--- config.mk ---
export PLATFORM = sky130hd
export DESIGN_NAME = min_search_ctrl
export DESIGN_NICKNAME = d
export VERILOG_FILES = /design/src/rtl/dac_min_pkg.sv /design/src/rtl/min6_idx.sv /design/src/rtl/min_search_ctrl.sv
export SDC_FILE = /design/constraint.sdc
export NUM_CORES = 1
export LEC_CHECK = 0
export ABC_CLOCK_PERIOD_IN_PS = 5900
export CAP_MARGIN = 15
export CORE_MARGIN = 2
export CORE_UTILIZATION = 48
export DETAILED_ROUTE_END_ITERATION = 10
export PLACE_DENSITY_LB_ADDON = 0.12
export SYNTH_ARGS = -nofsm -noshare
export SYNTH_HDL_FRONTEND = slang
export SYNTH_SLANG_ARGS = --single-unit
--- constraint.sdc ---
create_clock -name clk -period 5.9 [get_ports clk]
set_input_delay 1.18 -clock clk [delete_from_list [all_inputs] [get_ports clk]]
set_output_delay 1.18 -clock clk [all_outputs]
set_load 0.1 [all_outputs]
--- src/rtl/dac_min_pkg.sv ---
// Shared constants, types and helpers for the sequential minimum search.
package dac_min_pkg;

  // Elements handled per cycle by the shared min tree
  localparam int unsigned GRP_SIZE = 6;

  // Default element word width
  localparam int unsigned DEF_W = 4;

  // Index width for n elements; never narrower than one bit
  function automatic int unsigned idx_width(input int unsigned n);
    return (n <= 1) ? 1 : $clog2(n);
  endfunction

  // Search controller states
  typedef enum logic [1:0] {
    StIdle = 2'd0,
    StScan = 2'd1,
    StHold = 2'd2
  } state_e;

endpackage

--- src/rtl/min6_idx.sv ---
// Combinational 6-input unsigned minimum with local argmin.
// Three-level pairwise tree; the lower index is kept on ties at every level.
module min6_idx
  import dac_min_pkg::*;
#(
  parameter int unsigned W = DEF_W
) (
  input  logic [GRP_SIZE*W-1:0] data_i,
  output logic [W-1:0]          min_o,
  output logic [2:0]            idx_o
);

  logic [W-1:0] l1_min [3];
  logic [2:0]   l1_idx [3];
  logic [W-1:0] l2_min;
  logic [2:0]   l2_idx;

  // Pairwise tree: (0,1) (2,3) (4,5), then left pairs, then the last pair
  always_comb begin
    for (int p = 0; p < 3; p++) begin
      if (data_i[(2*p+1)*W +: W] < data_i[(2*p)*W +: W]) begin
        l1_min[p] = data_i[(2*p+1)*W +: W];
        l1_idx[p] = 3'(2*p + 1);
      end else begin
        l1_min[p] = data_i[(2*p)*W +: W];
        l1_idx[p] = 3'(2*p);
      end
    end

    if (l1_min[1] < l1_min[0]) begin
      l2_min = l1_min[1];
      l2_idx = l1_idx[1];
    end else begin
      l2_min = l1_min[0];
      l2_idx = l1_idx[0];
    end

    if (l1_min[2] < l2_min) begin
      min_o = l1_min[2];
      idx_o = l1_idx[2];
    end else begin
      min_o = l2_min;
      idx_o = l2_idx;
    end
  end

endmodule

--- src/rtl/min_search_ctrl.sv ---
// Sequential minimum search over 6*GROUPS unsigned W-bit elements, one group of six per cycle.
// Optional feature macro: MIN_INDEX_EN adds index tracking and the out_idx port.
module min_search_ctrl
  import dac_min_pkg::*;
#(
  parameter int unsigned W      = DEF_W,
  parameter int unsigned GROUPS = 4
`ifdef MIN_INDEX_EN
  ,
  parameter int unsigned IDXW   = idx_width(GRP_SIZE * GROUPS)
`endif
) (
  input  logic                       clk,
  input  logic                       rst_n,
  input  logic                       in_valid,
  output logic                       in_ready,
  input  logic [GRP_SIZE*GROUPS*W-1:0] in_data,
  output logic                       out_valid,
  input  logic                       out_ready,
  output logic [W-1:0]               out_min
`ifdef MIN_INDEX_EN
  ,
  output logic [IDXW-1:0]            out_idx
`endif
);

  localparam int unsigned GW = (GROUPS > 1) ? $clog2(GROUPS) : 1;
  localparam logic [GW-1:0] LastG = GW'(GROUPS - 1);

  state_e                        state_q;
  logic [GW-1:0]                 g_q;
  logic [GRP_SIZE*GROUPS*W-1:0]  cap_q;
  logic [W-1:0]                  run_min_q;

  logic [GRP_SIZE*W-1:0]         grp_data;
  logic [W-1:0]                  grp_min;
  logic [2:0]                    grp_lidx;
  logic                          take_grp;
  logic [W-1:0]                  nxt_min;

`ifdef MIN_INDEX_EN
  logic [IDXW-1:0]               run_idx_q;
  logic [IDXW-1:0]               grp_idx;
  logic [IDXW-1:0]               nxt_idx;
`else
  logic                          unused_lidx;
  assign unused_lidx = ^grp_lidx;
`endif

  // Select the current group of six from the captured vector
  always_comb begin
    grp_data = cap_q[int'(g_q) * GRP_SIZE * W +: GRP_SIZE * W];
  end

  min6_idx #(
    .W (W)
  ) u_min6 (
    .data_i (grp_data),
    .min_o  (grp_min),
    .idx_o  (grp_lidx)
  );

  // Running minimum: first group loads, later groups only on strictly smaller value
  always_comb begin
    take_grp = (g_q == '0) || (grp_min < run_min_q);
    nxt_min  = take_grp ? grp_min : run_min_q;
`ifdef MIN_INDEX_EN
    grp_idx  = IDXW'(int'(g_q) * GRP_SIZE + int'(grp_lidx));
    nxt_idx  = take_grp ? grp_idx : run_idx_q;
`endif
  end

  // Control FSM with all outputs registered
  always_ff @(posedge clk or negedge rst_n) begin
    if (!rst_n) begin
      state_q   <= StIdle;
      g_q       <= '0;
      cap_q     <= '0;
      run_min_q <= '0;
      in_ready  <= 1'b0;
      out_valid <= 1'b0;
      out_min   <= '0;
`ifdef MIN_INDEX_EN
      run_idx_q <= '0;
      out_idx   <= '0;
`endif
    end else begin
      case (state_q)
        StIdle: begin
          if (in_valid && in_ready) begin
            cap_q    <= in_data;
            g_q      <= '0;
            in_ready <= 1'b0;
            state_q  <= StScan;
          end else begin
            in_ready <= 1'b1;
          end
        end
        StScan: begin
          run_min_q <= nxt_min;
`ifdef MIN_INDEX_EN
          run_idx_q <= nxt_idx;
`endif
          if (g_q == LastG) begin
            out_min   <= nxt_min;
`ifdef MIN_INDEX_EN
            out_idx   <= nxt_idx;
`endif
            out_valid <= 1'b1;
            g_q       <= '0;
            state_q   <= StHold;
          end else begin
            g_q <= g_q + 1'b1;
          end
        end
        StHold: begin
          // Handoff frees the block; new accept only from the following cycle
          if (out_ready) begin
            out_valid <= 1'b0;
            in_ready  <= 1'b1;
            state_q   <= StIdle;
          end
        end
        default: begin
          state_q   <= StIdle;
          in_ready  <= 1'b0;
          out_valid <= 1'b0;
        end
      endcase
    end
  end

endmodule
Word-level counts from Yosys, hierarchy flattened

Cells that the tools add are included.

Register bits: 110
Bits in latches: 0
Bits in writable memories: 0
ROM bits: 0
Output and inout bits: 6
Memories kept: 0

$add $sub $neg: 1
$mul: 1
Div/mod/pow operators: 0
Order comparisons: 6
Equality and inequality tests: 6
Shift-type cells: 1
Mux-type cells: 19
Bitwise logic cells: 2
Reduce and logical (&&, ||, !) cells: 11

Operators by type and width:

| kind                | number |
|---|---|
| $shiftx 96x8->24    | 1 |
| $lt 4x4->1          | 6 |
| $mux 4              | 6 |
| $mux 2              | 5 |
| $reduce_and 2->1    | 4 |
| $ne 2x2->1 const B  | 3 |
| $pmux 1 s3          | 2 |
| $pmux 2 s3          | 1 |
| $reduce_and 3->1    | 2 |
| $eq 2x2->1 const B  | 2 |
| $logic_not 2->1     | 2 |
| $mul 2x2->4 const B | 1 |
| $mux 1              | 4 |
| $pmux 2 s2          | 1 |
| $add 2x1->2 const B | 1 |
| $eq 2x1->1 const B  | 1 |
| $not 1->1           | 2 |
| $reduce_bool 2->1   | 1 |
| $logic_and 1x1->1   | 1 |
| $logic_or 1x1->1    | 1 |

Depth between registers and ports, before layout

Depth in word-level cells: 11
Depth in mapped cells: 30
Gate-level depth less buffers: 27

Modules after synthesis

A second synthesis with hierarchy kept.

Cell total of the unflattened synthesis: 410
Area total of the unflattened synthesis: 5694.2 sq um

By module, submodules not included:

| module          | times used | cells each | area each (sq um) | seq. area each (sq um) |
|---|---|---|---|---|
| min_search_ctrl | 1          | 308        | 4952.2            | 2752.6 |
| min6_idx        | 1          | 102        | 742.0             | 0.0 |

Worst setup path after synthesis

No wires, ideal clock.

Kind: register to register
Start point: register g_q[0]
End point: register run_min_q[2]
Setup time: 0.125 ns
Arrival time: 6.134 ns
Path slack: -0.359 ns
Cell stages (with the launch flop): 29
Path buffers: 3
Clock period less this slack: 6.259 ns
Cells stage by stage: dfrtp_1 -> buf_6 -> buf_4 -> buf_2 -> mux4_2 -> ha_1 -> a21oi_1 -> o21ai_0 -> mux2_2 -> ha_1 -> nor2b_1 -> nand2b_1 -> o221ai_2 -> or2_2 -> ha_1 -> o21a_1 -> o21ai_0 -> nand2b_1 -> nand2_1 -> a2bb2oi_2 -> o21a_1 -> o31ai_4 -> ha_1 -> nand2_1 -> nor2_1 -> and3_1 -> a21oi_4 -> nand3_4 -> mux2_4

Longest elaborated chain between the ends: 11

RTL lines:

| element                  | line                   | text |
|---|---|---|
| start: declaration       | min_search_ctrl.sv:31  | `logic [GW-1:0] g_q;` |
| start signal: assignment | min_search_ctrl.sv:113 | `g_q <= g_q + 1'b1;` |
| $mul 2x2->4              | min_search_ctrl.sv:52  | `grp_data = cap_q[int'(g_q) * GRP_SIZE * W +: GRP_SIZE * W];` |
| $shiftx 96x8->24         | min_search_ctrl.sv:52  |  |
| $lt 4x4->1               | min6_idx.sv:21         | `if (data_i[(2*p+1)*W +: W] < data_i[(2*p)*W +: W]) begin` |
| $mux 4                   | min6_idx.sv:21         |  |
| $lt 4x4->1               | min6_idx.sv:30         | `if (l1_min[1] < l1_min[0]) begin` |
| $mux 4                   | min6_idx.sv:30         |  |
| $lt 4x4->1               | min6_idx.sv:38         | `if (l1_min[2] < l2_min) begin` |
| $mux 4                   | min6_idx.sv:38         |  |
| $lt 4x4->1               | min_search_ctrl.sv:65  | `take_grp = (g_q == '0) \|\| (grp_min < run_min_q);` |
| $logic_or 1x1->1         | min_search_ctrl.sv:65  |  |
| $mux 4 *                 | min_search_ctrl.sv:66  | `nxt_min = take_grp ? grp_min : run_min_q;` |
| end signal: assignment   | min_search_ctrl.sv:100 | `run_min_q <= nxt_min;` |
| end: declaration         | min_search_ctrl.sv:33  | `logic [W-1:0] run_min_q;` |

Mark *: on every way between the ends. The rest lies on a longest branch, timed or not.
A chain may end at the register's enable or synchronous reset.

Final worst setup path

Start point: register g_q[0]
End point: register out_min[1]

Longest elaborated chain between the ends: 11

RTL lines:

| element                | line                   | text |
|---|---|---|
| $mul 2x2->4            | min_search_ctrl.sv:52  |  |
| $shiftx 96x8->24       | min_search_ctrl.sv:52  |  |
| $lt 4x4->1             | min6_idx.sv:21         |  |
| $mux 4                 | min6_idx.sv:21         |  |
| $lt 4x4->1             | min6_idx.sv:30         |  |
| $mux 4                 | min6_idx.sv:30         |  |
| $lt 4x4->1             | min6_idx.sv:38         |  |
| $mux 4                 | min6_idx.sv:38         |  |
| $lt 4x4->1             | min_search_ctrl.sv:65  |  |
| $logic_or 1x1->1       | min_search_ctrl.sv:65  |  |
| $mux 4                 | min_search_ctrl.sv:66  |  |
| end signal: assignment | min_search_ctrl.sv:105 | `out_min <= nxt_min;` |
| end: declaration       | min_search_ctrl.sv:20  | `output logic [W-1:0] out_min` |

Parallel ways exist; a longest one is shown, timed or not.

==> run_results.csv <==
group,metric,value,unit
routing,route.final.wire_length,12300,um
clock_network,cts_buffers,9,
finish,diodes,0,
synth,yosys_most_used_dff,"sky130_fd_sc_hd__dfrtp_1",
timing,final-setup-viol-count,0,
synth,mappedNetlistArea,0.00583,sq mm
routing,drt_first_iter_violations,131,
routing,via_count,3912,
placement,global_placement_routability_congestion,0.840,
critical_path,ff2ff_setup_slack,0.11,ns
synth,post-synth-top-area-fraction,47.2,%
routing,drt_pre_antenna_iters,4,
placement,post-dp-hpwl,8860,um
clock_network,clockRootBuffer,"sky130_fd_sc_hd__clkbuf_16",
timing,timing.final.max_slew_violations,0,
global_routing,grt.overflow.total,0,
synth,synth-edff-count,0,
critical_path,timing.critical_path.from,"g_q[0]",
floorplanning,starting_utilization_of_the_core_area,48.9,%
placement,dp.cells,675,
global_routing,global_route.peak_usage_layer,"met2",
clock_network,clkLatencyLatePin,0.36,ns
global_routing,global_route_wire_length_before_repair,20100,um
clock_network,clkTransAtPathRegs,0.07,ns
min_path,hp_start,"out_min[0]",
synth,yosys.area.top_type,"sky130_fd_sc_hd__dfrtp_1",
critical_path,start_kind,"register",
synth,syn_avg_cell_area,13.7,sq um
clock_network,h-tree-depth,3,
global_routing,use_met3,5.40,%
synth,postSynthCellCount,424,
critical_path,worst-setup-path-type,"reg2reg",
finish,most_common_library_cell_in_the_layout_ignoring_fill_and_taps,"sky130_fd_sc_hd__dfrtp_1",
critical_path,worstReg2RegEnd,"out_min[1]",
min_path,min_path_type,"reg2reg",
global_routing,global_route.usage.total,20.2,%
critical_path,slowest_stage,"sky130_fd_sc_hd__mux4_2",
synth,netlist-cell-type-count,62,
floorplanning,core_area,0.0119,sq mm
clock_network,ctsHoldBuffers,0,
min_path,hold_end,"out_min[0]",
floorplanning,floorplan.rows,40,
min_path,min_path_cells,2,
critical_path,arrival,6.06,ns
finish,layout-area-overhead-vs-synth,34.8,%
placement,port-buffer-count,105,
finish,post_layout_nonfiller_instances,710,
global_routing,grt_pass1_vias,4137,
critical_path,cp.required,6.17,ns
routing,routed_antenna_nets,0,
finish,layout.cells.most_common_list,"sky130_fd_sc_hd__dfrtp_1 (109), sky130_fd_sc_hd__clkdlybuf4s50_1 (104), sky130_fd_sc_hd__mux2_2 (98)",
floorplanning,die_area,0.0130,sq mm
routing,drc,0,
critical_path,reg2reg_from,"g_q[0]",
critical_path,timing.critical_path.slowest_cell_delay,0.53,ns
floorplanning,floorplan.io_pins,106,
clock_network,cts_tree,"yes",
global_routing,grt.met1_usage,24.2,%
critical_path,cp_common_cell,"sky130_fd_sc_hd__ha_4",
global_routing,grt_antenna_before_repair,0,
routing,via_per_inst,5.51,
synth,synth.yosys.seq_area_share,47.2,%
synth,ys_ff_latch,110,
clock_network,clock_sink_count,110,
finish,layout-drive-gt1-share,40.7,%
outcome,run_status,"completed",
timing,finalCriticalPeriod,5.79,ns
timing,finalClockSkew,0.00866,ns
global_routing,gr-usage-met2,35.5,%
finish,layout.nets,682,
timing,final.hold.worst_slack,0.477,ns
routing,wire_per_inst,17.4,um
critical_path,worst_setup_path_end_kind,"register",
timing,relSlewSlack,35.5,%
critical_path,critical_path.max_fanout,6,
synth,syn-num-nets,548,
timing,fin_crit_sh,98.1,%
synth,synthTopCellsByArea,"sky130_fd_sc_hd__dfrtp_1 (47%), sky130_fd_sc_hd__mux2_2 (19%), sky130_fd_sc_hd__mux4_2 (7.0%)",
floorplanning,die_height,114,um
timing,unrepaired_setup_endpoints_after_global_routing,"yes",
timing,max_freq,173,MHz
run,number_of_max_capacitance_violations_reported,0,
synth,yosys_warnings,0,
global_routing,largest_net_degree_at_the_start_of_global_routing,101,
synth,synthArstFlopShare,100,%
timing,worst_slew_pin_slew,0.964,ns
floorplanning,chipWidth,114,um
clock_network,cts_max_path_buffers,2,
timing,report.final.hold_viol_count,0,
critical_path,reg2reg_depth,29,
how the worst max path moves through the flow:
stage | end | slack (ns) | depth (start not counted)
4_1_cts | run_min_q[0] | 0.00001 | 26
3_3_place_gp | out_min[2] | -0.02 | 27
2_1_floorplan | run_min_q[2] | 0.003 | 28
3_5_place_dp | out_min[2] | -0.29 | 28
6_report | out_min[1] | 0.11 | 29
5_1_grt | out_min[1] | -0.17 | 29
layout make-up:
type	count	area, sq um
fill	886	4060
clock inverter	7	88.8
inverter	21	78.8
tap	147	184
sequential	110	2750
clock buffer	9	225
multi-input combinational	275	3150
timing repair buffer	141	1370
metal layers:
| metal | up-vias | share of wire [%] |
|---|---|---|
| met4 | 0 | 1.5 |
| met3 | 18 | 3.5 |
| li1 | 1853 | - |
| met5 | - | 0 |
| met2 | 64 | 53 |
| met1 | 1977 | 42 |
sequential cells by signal, summed over array words and instances (netlist names):
| name | flops |
|---|---|
| state_q | 2 |
| run_min_q | 4 |
| out_valid | 1 |
| in_ready | 1 |
| cap_q | 96 |
| g_q | 2 |
| out_min | 4 |
through the flow:
step	instance area [sq um]	worst slack [ns]	utilization, %	setup TNS [ns]
floorplan	5860	0.00283	-	0
global route	7850	-0.165	65.9	-0.845
global placement	7160	-0.0156	60.1	-0.0263
CTS	7640	0.00000977	64.1	0
detailed placement	7160	-0.288	60.1	-1.80
finish	7850	0.110	65.9	0
cell families (layout without fill, tap and decap cells):
logic type	Yosys count	count (layout)	synth area share, %
simple gates	56	56	5.65
flops	110	110	47.2
fa+ha+maj	24	24	5.15
mux	127	127	29.8
compound gates	68	68	9.38
buf+inv	39	178	2.75
cell usage after synthesis, drive strengths merged (2+ instances only):
library cell	n
nor3b	3
and3	2
a211oi	4
o21ai	11
a21oi	16
clkbuf	12
nand2	17
nor2	7
o21a	5
o31ai	7
a32o	2
nor3	4
buf	6
mux4	24
nand2b	6
dfrtp	110
nor2b	4
mux2	103
o211ai	3
o211a	2
ha	24
a21o	5
or2	4
nand3	3
inv	21
and2	2
o21bai	3
critical path, delay by kind of cell, from the launching register on:
family / cells / cell delay, ns
buf+inv: 3 / 0.37
flops: 1 / 0.47
simple gates: 9 / 1.41
mux: 2 / 0.85
fa+ha+maj: 4 / 1.00
compound gates: 11 / 1.58
timing repair:
item                                    4_1_cts  5_1_grt
buffers inserted                             10        9
pin swaps                                     9       27
gates resized for setup                      17       29
hold endpoints to repair                      0        0
endpoints found under the setup margin        7        8
Power is left out: the tool's default activity adds up to more than one toggle a clock period on the data nets, which glitch-free logic cannot reach.
==> RTL edit (same settings) <==
The 3 states of `state_e` get a one-hot encoding in 3 bits.
--- a/src/rtl/dac_min_pkg.sv
+++ b/src/rtl/dac_min_pkg.sv
@@ -13,10 +13,10 @@
   endfunction
 
   // Search controller states
-  typedef enum logic [1:0] {
-    StIdle = 2'd0,
-    StScan = 2'd1,
-    StHold = 2'd2
+  typedef enum logic [2:0] {
+    StIdle = 3'b001,
+    StScan = 3'b010,
+    StHold = 3'b100
   } state_e;
 
 endpackage
Formal check against the unedited RTL: same outputs for any inputs over 10 cycles, from zero or initial values and one cycle with rst_n low; not proved beyond that.
==> RTL edit against the original RTL <==
Area after synthesis grew 1.2%; count of clock-buffer cells in the layout grew 2; final area shrank 1.9%; via count grew 3.9%; critical path depth shrank 4; sequential cell count grew 1; final cell count grew 1.1%; worst setup slack gained 0.061 ns; wire length grew 4.7%.
Power is left out: the tool's default activity adds up to more than one toggle a clock period on the data nets, which glitch-free logic cannot reach.
==> RTL edit: results <==
set metrics [dict create \
    antenna_found_initial 0 \
    grt_pass1_wl_um 21100 \
    gp_congestion 0.858 \
    largest_reg_flops 96 \
    async_reset_ff_share_pct 100 \
    clock_path_buffers 2 \
    first_global_vias 4290 \
    cts_buffers 9 \
    insertion_delay_ns 0.36 \
    status "complete, no violations" \
    critical_path_arrival_ns 5.97 \
    synth_common_cells "dfrtp_1 (110), mux2_2 (97), ha_1 (24), inv_1 (24), mux4_2 (24)" \
    post_cts_resized 1 \
    skew_ns 0.00876 \
    synth_fp_nets 566 \
    ys_types 56 \
    dpl_worst_slack_ns -0.000508 \
    drive_above_1_share_pct 36.6 \
    synth_fa_ha_area_share_pct 5.09 \
    yosysSeqAreaShare_pct 47.1 \
    synth_compound_area_share_pct 8.95 \
    slew_headroom_pct 35.2 \
    crit_family "multiplexers" \
    cp_max_fo 7 \
    crit_path_top_delay_cell "mux4_2" \
    synth_xor_area_share_pct 0 \
    track_usage_pct 20.7 \
    cts_setup_buffers 5 \
    htreeDepth 3 \
    clkTransAtPathRegs_ns 0.07 \
    cts-root-buf "clkbuf_16" \
    diodes 0 \
    syn_area_per_cell_um2 13.3 \
    drt-total-wl_um 12900 \
    placed_cells 686 \
    yosysWarnings 0 \
    worst_path_largest_cell_delay_ns 0.58 \
    nFillCells 946 \
    grt_max_degree 94 \
    vias_per_cell 5.66 \
    place_area_um2 7150 \
    synth_area_leaders "dfrtp_1 (47%), mux2_2 (19%), mux4_2 (9.2%), ha_1 (5.1%), inv_1 (1.5%)" \
    drtIter0Drc 201 \
    fin_cells 718 \
    largest_registers "cap_q: 96 flops, out_min: 4 flops, run_min_q: 4 flops" \
    hpwl_um 9200 \
    multi_input_area_um2 3090 \
    synthMuxAreaShare_pct 29.9 \
]
-- RTL edit: path summary, 6_finish.rpt --
kind | start | to | slack [ns] | cells past startpoint
min in group asynchronous | rst_n | cap_q[31] | 0.93 | 1
min | out_min[0] | out_min[0] | 0.50 | 2
max reg2reg | g_q[0] | run_min_q[0] | 0.17 | 25
max | g_q[0] | run_min_q[0] | 0.17 | 25
min reg2reg | out_min[0] | out_min[0] | 0.50 | 2
max in group asynchronous | rst_n | g_q[0] | 3.86 | 2
-- RTL edit: cell type report --
cell class              count  area share (%)
well taps                 147            2.39
clock buffers              11            3.02
inverters                  24            1.17
clock inverters             5           0.520
repair buffers            131            16.7
multi-input cells         289            40.1
flip-flops and latches    111            36.1
-- RTL edit: routing by layer --
| metal | up-vias | wire [um] | GRT usage (%) |
|---|---|---|---|
| li1 | 1881 | - | - |
| met1 | 2043 | 5560 | 26.6 |
| met2 | 113 | 6540 | 35.1 |
| met3 | 26 | 586 | 5.27 |
| met4 | 0 | 241 | 5.78 |
| met5 | - | 0 | 0 |
